`src/rtl/softmax_norm_mul_pipe.sv`:
```
// softmax_norm_mul_pipe: two-stage lane-parallel exp x reciprocal normaliser with round-half-up and saturation to Q0.W.
// Define SOFTMAX_NORM_SAT_CNT_EN to add o_sat_cnt, a saturating count of consumed beats with any saturated lane.
module softmax_norm_mul_pipe #(
  parameter int BIT_WIDTH = 16,
  parameter int FRAC_A    = 12,
  parameter int NUM_LANES = 4
) (
  input  logic                           i_clk,
  input  logic                           i_rst_n,
  input  logic                           i_valid,
  output logic                           o_ready,
  input  logic [NUM_LANES*BIT_WIDTH-1:0] i_dataA,
  input  logic [BIT_WIDTH-1:0]           i_dataB,
  input  logic                           i_last,
  output logic                           o_valid,
  input  logic                           i_ready,
  output logic [NUM_LANES*BIT_WIDTH-1:0] o_data,
  output logic                           o_last,
  output logic [NUM_LANES-1:0]           o_sat
`ifdef SOFTMAX_NORM_SAT_CNT_EN
  ,
  output logic [15:0]                    o_sat_cnt
`endif
);
  localparam int W  = BIT_WIDTH;
  localparam int N  = NUM_LANES;
  localparam int RW = 2*W - FRAC_A + 1;
  logic                 w_en;
  logic                 r_v1;
  logic                 r_last1;
  logic [2*W-1:0]       r_prod [N];
  logic [2*W-1:0]       w_prod [N];
  logic [RW-1:0]        w_r    [N];
  logic [N*W-1:0]       w_data;
  logic [N-1:0]         w_sat;
  assign w_en    = ~o_valid | i_ready;
  assign o_ready = w_en;
  // negative exp lanes clamp to zero before the multiply
  always_comb begin
    for (int k = 0; k < N; k++) begin
      w_prod[k] = i_dataA[k*W+W-1] ? '0 : {{W{1'b0}}, i_dataA[k*W +: W]} * {{W{1'b0}}, i_dataB};
      w_r[k] = {1'b0, r_prod[k][2*W-1:FRAC_A]} + RW'(r_prod[k][FRAC_A-1]);
      w_sat[k] = |w_r[k][RW-1:W];
      w_data[k*W +: W] = w_sat[k] ? '1 : w_r[k][W-1:0];
    end
  end
  always_ff @(posedge i_clk or negedge i_rst_n) begin
    if (!i_rst_n) begin
      r_v1    <= 1'b0;
      r_last1 <= 1'b0;
      r_prod  <= '{default: '0};
      o_valid <= 1'b0;
      o_data  <= '0;
      o_last  <= 1'b0;
      o_sat   <= '0;
    end else if (w_en) begin
      r_v1    <= i_valid;
      o_valid <= r_v1;
      if (i_valid) begin
        r_prod  <= w_prod;
        r_last1 <= i_last;
      end
      if (r_v1) begin
        o_data <= w_data;
        o_sat  <= w_sat;
        o_last <= r_last1;
      end
    end
  end
`ifdef SOFTMAX_NORM_SAT_CNT_EN
  always_ff @(posedge i_clk or negedge i_rst_n) begin
    if (!i_rst_n)
      o_sat_cnt <= '0;
    else if (o_valid && i_ready && |o_sat && o_sat_cnt != 16'hFFFF)
      o_sat_cnt <= o_sat_cnt + 16'd1;
  end
`endif
endmodule
```
`config.mk`:
```
export PLATFORM = sky130hd
export DESIGN_NAME = softmax_norm_mul_pipe
export DESIGN_NICKNAME = d
export VERILOG_FILES = /design/src/rtl/softmax_norm_mul_pipe.sv
export SDC_FILE = /design/constraint.sdc
export NUM_CORES = 2
export LEC_CHECK = 0
export ABC_AREA = 1
export BUFFER_PORTS_ARGS = -buffer_cell sky130_fd_sc_hd__clkbuf_2
export CORE_MARGIN = 5
export CORE_UTILIZATION = 30
export CTS_CLUSTER_DIAMETER = 200
export DETAILED_ROUTE_END_ITERATION = 7
export HOLD_SLACK_MARGIN = 0.12
export PLACE_DENSITY = 0.51
export SYNTH_ARGS = -nofsm -noshare
export SYNTH_HDL_FRONTEND = slang
export SYNTH_SLANG_ARGS = --single-unit
```
`constraint.sdc`:
```
create_clock -name i_clk -period 3.45 [get_ports i_clk]
set_input_delay 0.345 -clock i_clk [delete_from_list [all_inputs] [get_ports i_clk]]
set_output_delay 0.345 -clock i_clk [all_outputs]
set_load 0.01 [all_outputs]
```
* After elaboration in Yosys (flattened, before gate mapping)
Cells that the tools add are included.
** Operators by class
- Magnitude comparators :: 0
- Multiplexer cells :: 8
- Equality and inequality tests :: 0
- Shift operators :: 0
- $mul :: 4
- Add/sub/neg operators :: 4
- Reductions and logical operators :: 6
- Divide/modulo/power cells :: 0
- Bitwise logic cells :: 2
** Operators by type and width (count)
- $mul 16x16->32 :: 4
- $mux 32 :: 4
- $add 20x1->21 :: 4
- $mux 16 :: 4
- $reduce_or 5->1 :: 4
- $reduce_and 2->1 :: 2
- $not 1->1 :: 1
- $or 1x1->1 :: 1
** Storage, ports and cells
- Memories kept :: 0
- Logic and storage cells :: 34
- Output and inout port bits :: 71
- RAM bits :: 0
- Flip-flop bits (word level) :: 200
- Memory bits (read-only) :: 0
- Latch bits :: 0
- Bits of input ports :: 85

* Logic depth before layout (Yosys ltp)
- Depth after elaboration :: 3
- Gate-level depth with buffers :: 26
- Gate-level depth less buffers :: 24

* Worst setup path after synthesis
OpenSTA, ideal clock, no wires.
- Kind :: in2reg
- Start point :: in i_dataB[1]
- End point :: reg r_prod[121] (netlist bit)
- Setup time :: 0.118 ns
- Data required time :: 3.332 ns
- Path buffers :: 3
- Arrival time :: 5.451 ns
- Slack :: -2.119 ns
- Stages :: 24
- Cells stage by stage :: buf_2 -> clkbuf_1 -> buf_1 -> nand2_1 -> fa_1 -> fa_1 -> inv_1 -> fa_1 -> fa_1 -> fa_1 -> inv_1 -> fa_1 -> inv_1 -> ha_1 -> nand2_1 -> nor2_1 -> inv_1 -> nor2_1 -> nand3_1 -> or2_2 -> nand2_1 -> nand2_1 -> nand3_1 -> nand2_1
** On the way
- Word-level cells in the longest chain between the ends :: 2
** Ends and longest elaborated chain
- from (decl) :: RTL line 13 : input logic [BIT_WIDTH-1:0] i_dataB,
- $mul 16x16->32 :: RTL line 41 : w_prod[k] = i_dataA[k*W+W-1] ? '0 : {{W{1'b0}}, i_dataA[k*W +: W]} * {{W{1'b0}}, i_dataB};
- $mux 32 :: RTL line 41
- to (signal assigned) :: RTL line 60 : r_prod <= w_prod;
- to (decl) :: RTL line 31 : logic [2*W-1:0] r_prod [N];
Every way passes these cells.
A chain may end at the register's enable or synchronous reset.

* Worst setup path in the final report
- Start point :: in i_dataB[4]
- End point :: reg r_prod[121] (netlist bit)
The elaborated chain is that of the path after synthesis.

==> summary.md <==
| Metric | Value |
|---|---|
| Synth warnings | `0` |
| CP startpoint kind | `input pin` |
| Area of the multi-input gates | `36,530 um2` |
| Total GRT Usage | `0.1989` |
| Worst setup margin | `-1.488 ns` |
| CP Data Arrival Time | `5.34 ns` |
| Post-synthesis adder-cell area fraction | `0.4685` |
| Largest net degree at the start of global routing | `between 80 and 90` |
| Worst min-delay path class | `in -> reg` |
| Min Clock Period, post-route | `approximately 4.9 ns` |
| Die H | `392.9 um` |
| Drt pass-1 iters | `5` |
| Syn nets | `between 7,000 and 8,000` |
| Initial DRC Count | `about 1,900` |
| Metal2 WL | `about 73,000 um` |
| Critical Path RT | `3.85 ns` |
| Fmax | `slightly above 0.2 GHz` |
| Main combinational cell family by area after synthesis | `adder cells` |
| Number of synthesized flops with an enable pin | `0` |
| Final antenna-violating net count | `0` |
| Crit path capture type | `register` |
| Max Slew Vio Count | `0` |
| # Max-Cap Violations | `0` |
| Relative slew margins | `0.2894` |
| CTS tree | `done` |
| XOR/XNOR share of the synthesized area | `0.008562` |
| Cell Area, Synth | `~44,000 um2` |
| Final setup vio count | `84` |
| Failing checks | `negative setup slack` |
| Total Die Area | `roughly 150,000 um2` |
| Flops & latches, synth | `around 160` |
| Compound-Gate Fraction of Synth Area | `0.04201` |
| Gate Count Post-Synth | `6,131` |
| Row count | `140` |
| Layout Nets | `roughly 8,000` |
| Post-DR wirelength/cell | `between 15 and 20 um` |
| Cts bufs inserted | `17` |
| Top delay family on crit path | `adder cells` |
| DP HPWL | `roughly 120,000 um` |
| Synth unique cells | `41` |
| Post-route DRC | `0` |
| Met1 WL | `63,350 um` |
| Worst-path clk slew | `roughly 0.080 ns` |
| Final WL | `~150,000 um` |
| # IOs | `~160` |
| Global route overflow | `0` |
| Layout Skew | `0.02029 ns` |
| Critical path's slowest cell | `fa_1` |
| CP Buf/Inv Count | `9` |
| # port buffers | `roughly 160` |
| FFs w/ async S/R, synth | `1.000` |
| Placer's final routability congestion estimate | `between 0.8 and 0.9` |
| CTS Buffer Depth | `2` |
| Synth Area per Inst | `7.175 um2` |
| Clk root buf | `clkbuf_16` |
| CORE AREA | `~150,000 um2` |
| Layout cell share with drive strength beyond 1 | `0.2556` |
| Die X | `about 390 um` |
| DR vias | `approximately 40,000` |
| Critical path fanouts, max | `6` |
| Starting Density | `0.3018` |
| Endpoints failing hold | `0` |
| TNS Setup | `-114.09 ns` |
| Sinks on Clock Net | `roughly 160` |
| Vias in the first global route | `43,010` |
| Met3 WL post-DR | `roughly 7400 um` |
| Avg Vias per Cell | `4.565` |
| Fill count | `about 15,000` |
| CP most frequent cell | `fa_1` |
| Slowest stage delay, CP | `between 0.5 and 0.6 ns` |
| First-pass GRT wire length | `around 240,000 um` |
| Area Growth Syn to Fin | `31.46%` |
| Measured slew at the worst slew-check pin | `1.066 ns` |
| Initial antenna violation count | `13` |
| Ys flop type | `dfrtp_1` |
| Post-synthesis sequential area ratio | `0.08874` |
| Post-synthesis simple-gate area fraction | `0.2276` |
| Htree depth | `4` |
| Core Util, Final | `0.3968` |
| Outcome | `finished with violations` |
| Fin crit share | `1.431` |
| Area occupied by registers | `3904 um2` |
| Proportion of synthesized area in mux cells | `0.001138` |
| Critical setup path kind | `in -> reg` |
| Worst-Skew Late Latency | `0.52 ns` |
| Max Used Layer | `met5` |
| RSZ-0062 raised after global routing | `true` |
[timing repair]
item / CTS / global route
buffers inserted: 80 / 38
resized for setup: 586 / 383
hold endpoints to repair: 60 / 0
setup endpoints to repair: 84 / 84
gates cloned: 27 / 2
hold buffers: 2 / 0
pin swaps: 250 / 274
[worst reg2reg max path: stages (launching register included)]
cell	delay (ns)
dfrtp_1	0.36
ha_1	0.25
ha_1	0.27
nand3_1	0.19
nor2_2	0.19
nand2_1	0.12
nor2_2	0.17
o2111ai_1	0.15
nand2_2	0.14
nand3_1	0.10
nand2_1	0.33
nand2_1	0.12
[registers in the layout, indices dropped and copies added (netlist names)]
signal and count:
r_v1 1, o_data 64, r_prod 84, o_sat 4
o_last 1, o_valid 1, r_last1 1
[kinds of logic after synthesis]
family,after synthesis
AND/OR/NAND/NOR,2491
adder cells (fa/ha/maj),1184
flip-flops,156
AO/OA/AOI/OAI,346
XOR/XNOR,43
buffers and inverters,1906
multiplexers,5
[metal layers]
layer | GRT usage | vias to the layer above
met1 | 0.2491 | 19660
met4 | 0.05673 | 4
met5 | 0 | -
met2 | 0.3526 | 756
met3 | 0.03328 | 230
li1 | - | 19020
[worst paths after layout]
kind	slack, ns	end	depth (start not counted)	from
max	-1.49	r_prod[121]	26	i_dataB[4]
min	0.24	o_valid	4	i_ready
max reg2reg	0.92	o_sat[2]	11	r_prod[43]
min reg2reg	0.48	o_last	2	r_last1
max in group asynchronous	2.14	r_prod[78]	3	i_rst_n
min in group asynchronous	0.41	r_prod[86]	2	i_rst_n
[synth_stat cells, drive strengths merged (4+ instances only)]
library cell | n | share of area
a21oi | 158 | 0.018
a31oi | 6 | 0.00085
and2 | 5 | 0.00071
buf | 45 | 0.0046
clkbuf | 225 | 0.019
dfrtp | 156 | 0.089
fa | 772 | 0.35
ha | 412 | 0.12
inv | 1636 | 0.14
mux2i | 5 | 0.0011
nand2 | 1832 | 0.16
nand3 | 183 | 0.021
nand3b | 16 | 0.0027
nand4 | 38 | 0.0054
nor2 | 320 | 0.029
nor3 | 60 | 0.0073
nor4 | 4 | 0.00057
o21a | 8 | 0.0014
o21ai | 133 | 0.015
o21bai | 20 | 0.0034
o22ai | 15 | 0.0021
or2 | 31 | 0.0044
xnor2 | 9 | 0.0018
xor2 | 34 | 0.0068
[cell type report]
cell class / instances / share of cell area
diodes: 5 / 0.0002164
clock buffers: 18 / 0.007594
clock inverters: 14 / 0.002878
inverters: 1636 / 0.1062
multi-input cells: 4069 / 0.6317
flip-flops and latches: 156 / 0.06751
well taps: 1917 / 0.04148
repair buffers: 875 / 0.1424
[placed cells by master (no fill, tap or decap), types with 58 or more instances in the layout]
| cell type | Yosys | routed |
|---|---|---|
| nand2_1 | 1828 | 1635 |
| inv_1 | 1634 | 1481 |
| fa_1 | 772 | 710 |
| buf_4 | 2 | 558 |
| ha_1 | 412 | 347 |
| nor2_1 | 307 | 210 |
| dfrtp_1 | 156 | 156 |
| inv_2 | 2 | 154 |
| nand3_1 | 181 | 142 |
| nand2_2 | 4 | 132 |
| clkbuf_2 | 0 | 113 |
| a21oi_1 | 158 | 72 |
| buf_12 | 0 | 66 |
| o21ai_0 | 132 | 62 |
| fa_2 | 0 | 62 |
| ha_4 | 0 | 61 |
| buf_6 | 3 | 61 |
| nor2_4 | 5 | 60 |
| nand2_4 | 0 | 58 |
[metrics by stage]
step	instance area (um2)	worst slack [ns]	std cells	hold slack [ns]
after floorplan	46560	-1.602	6131	0.04941
after global placement	52100	-2.200	8509	0.4212
after detailed placement	52100	-2.226	8509	0.4198
after CTS	56170	-1.457	8649	0.1908
after global routing	57820	-1.657	8686	0.2392
final	57830	-1.488	8690	0.2426
Power is left out: the tool's default activity adds up to more than one toggle a clock period on the data nets, which glitch-free logic cannot reach.
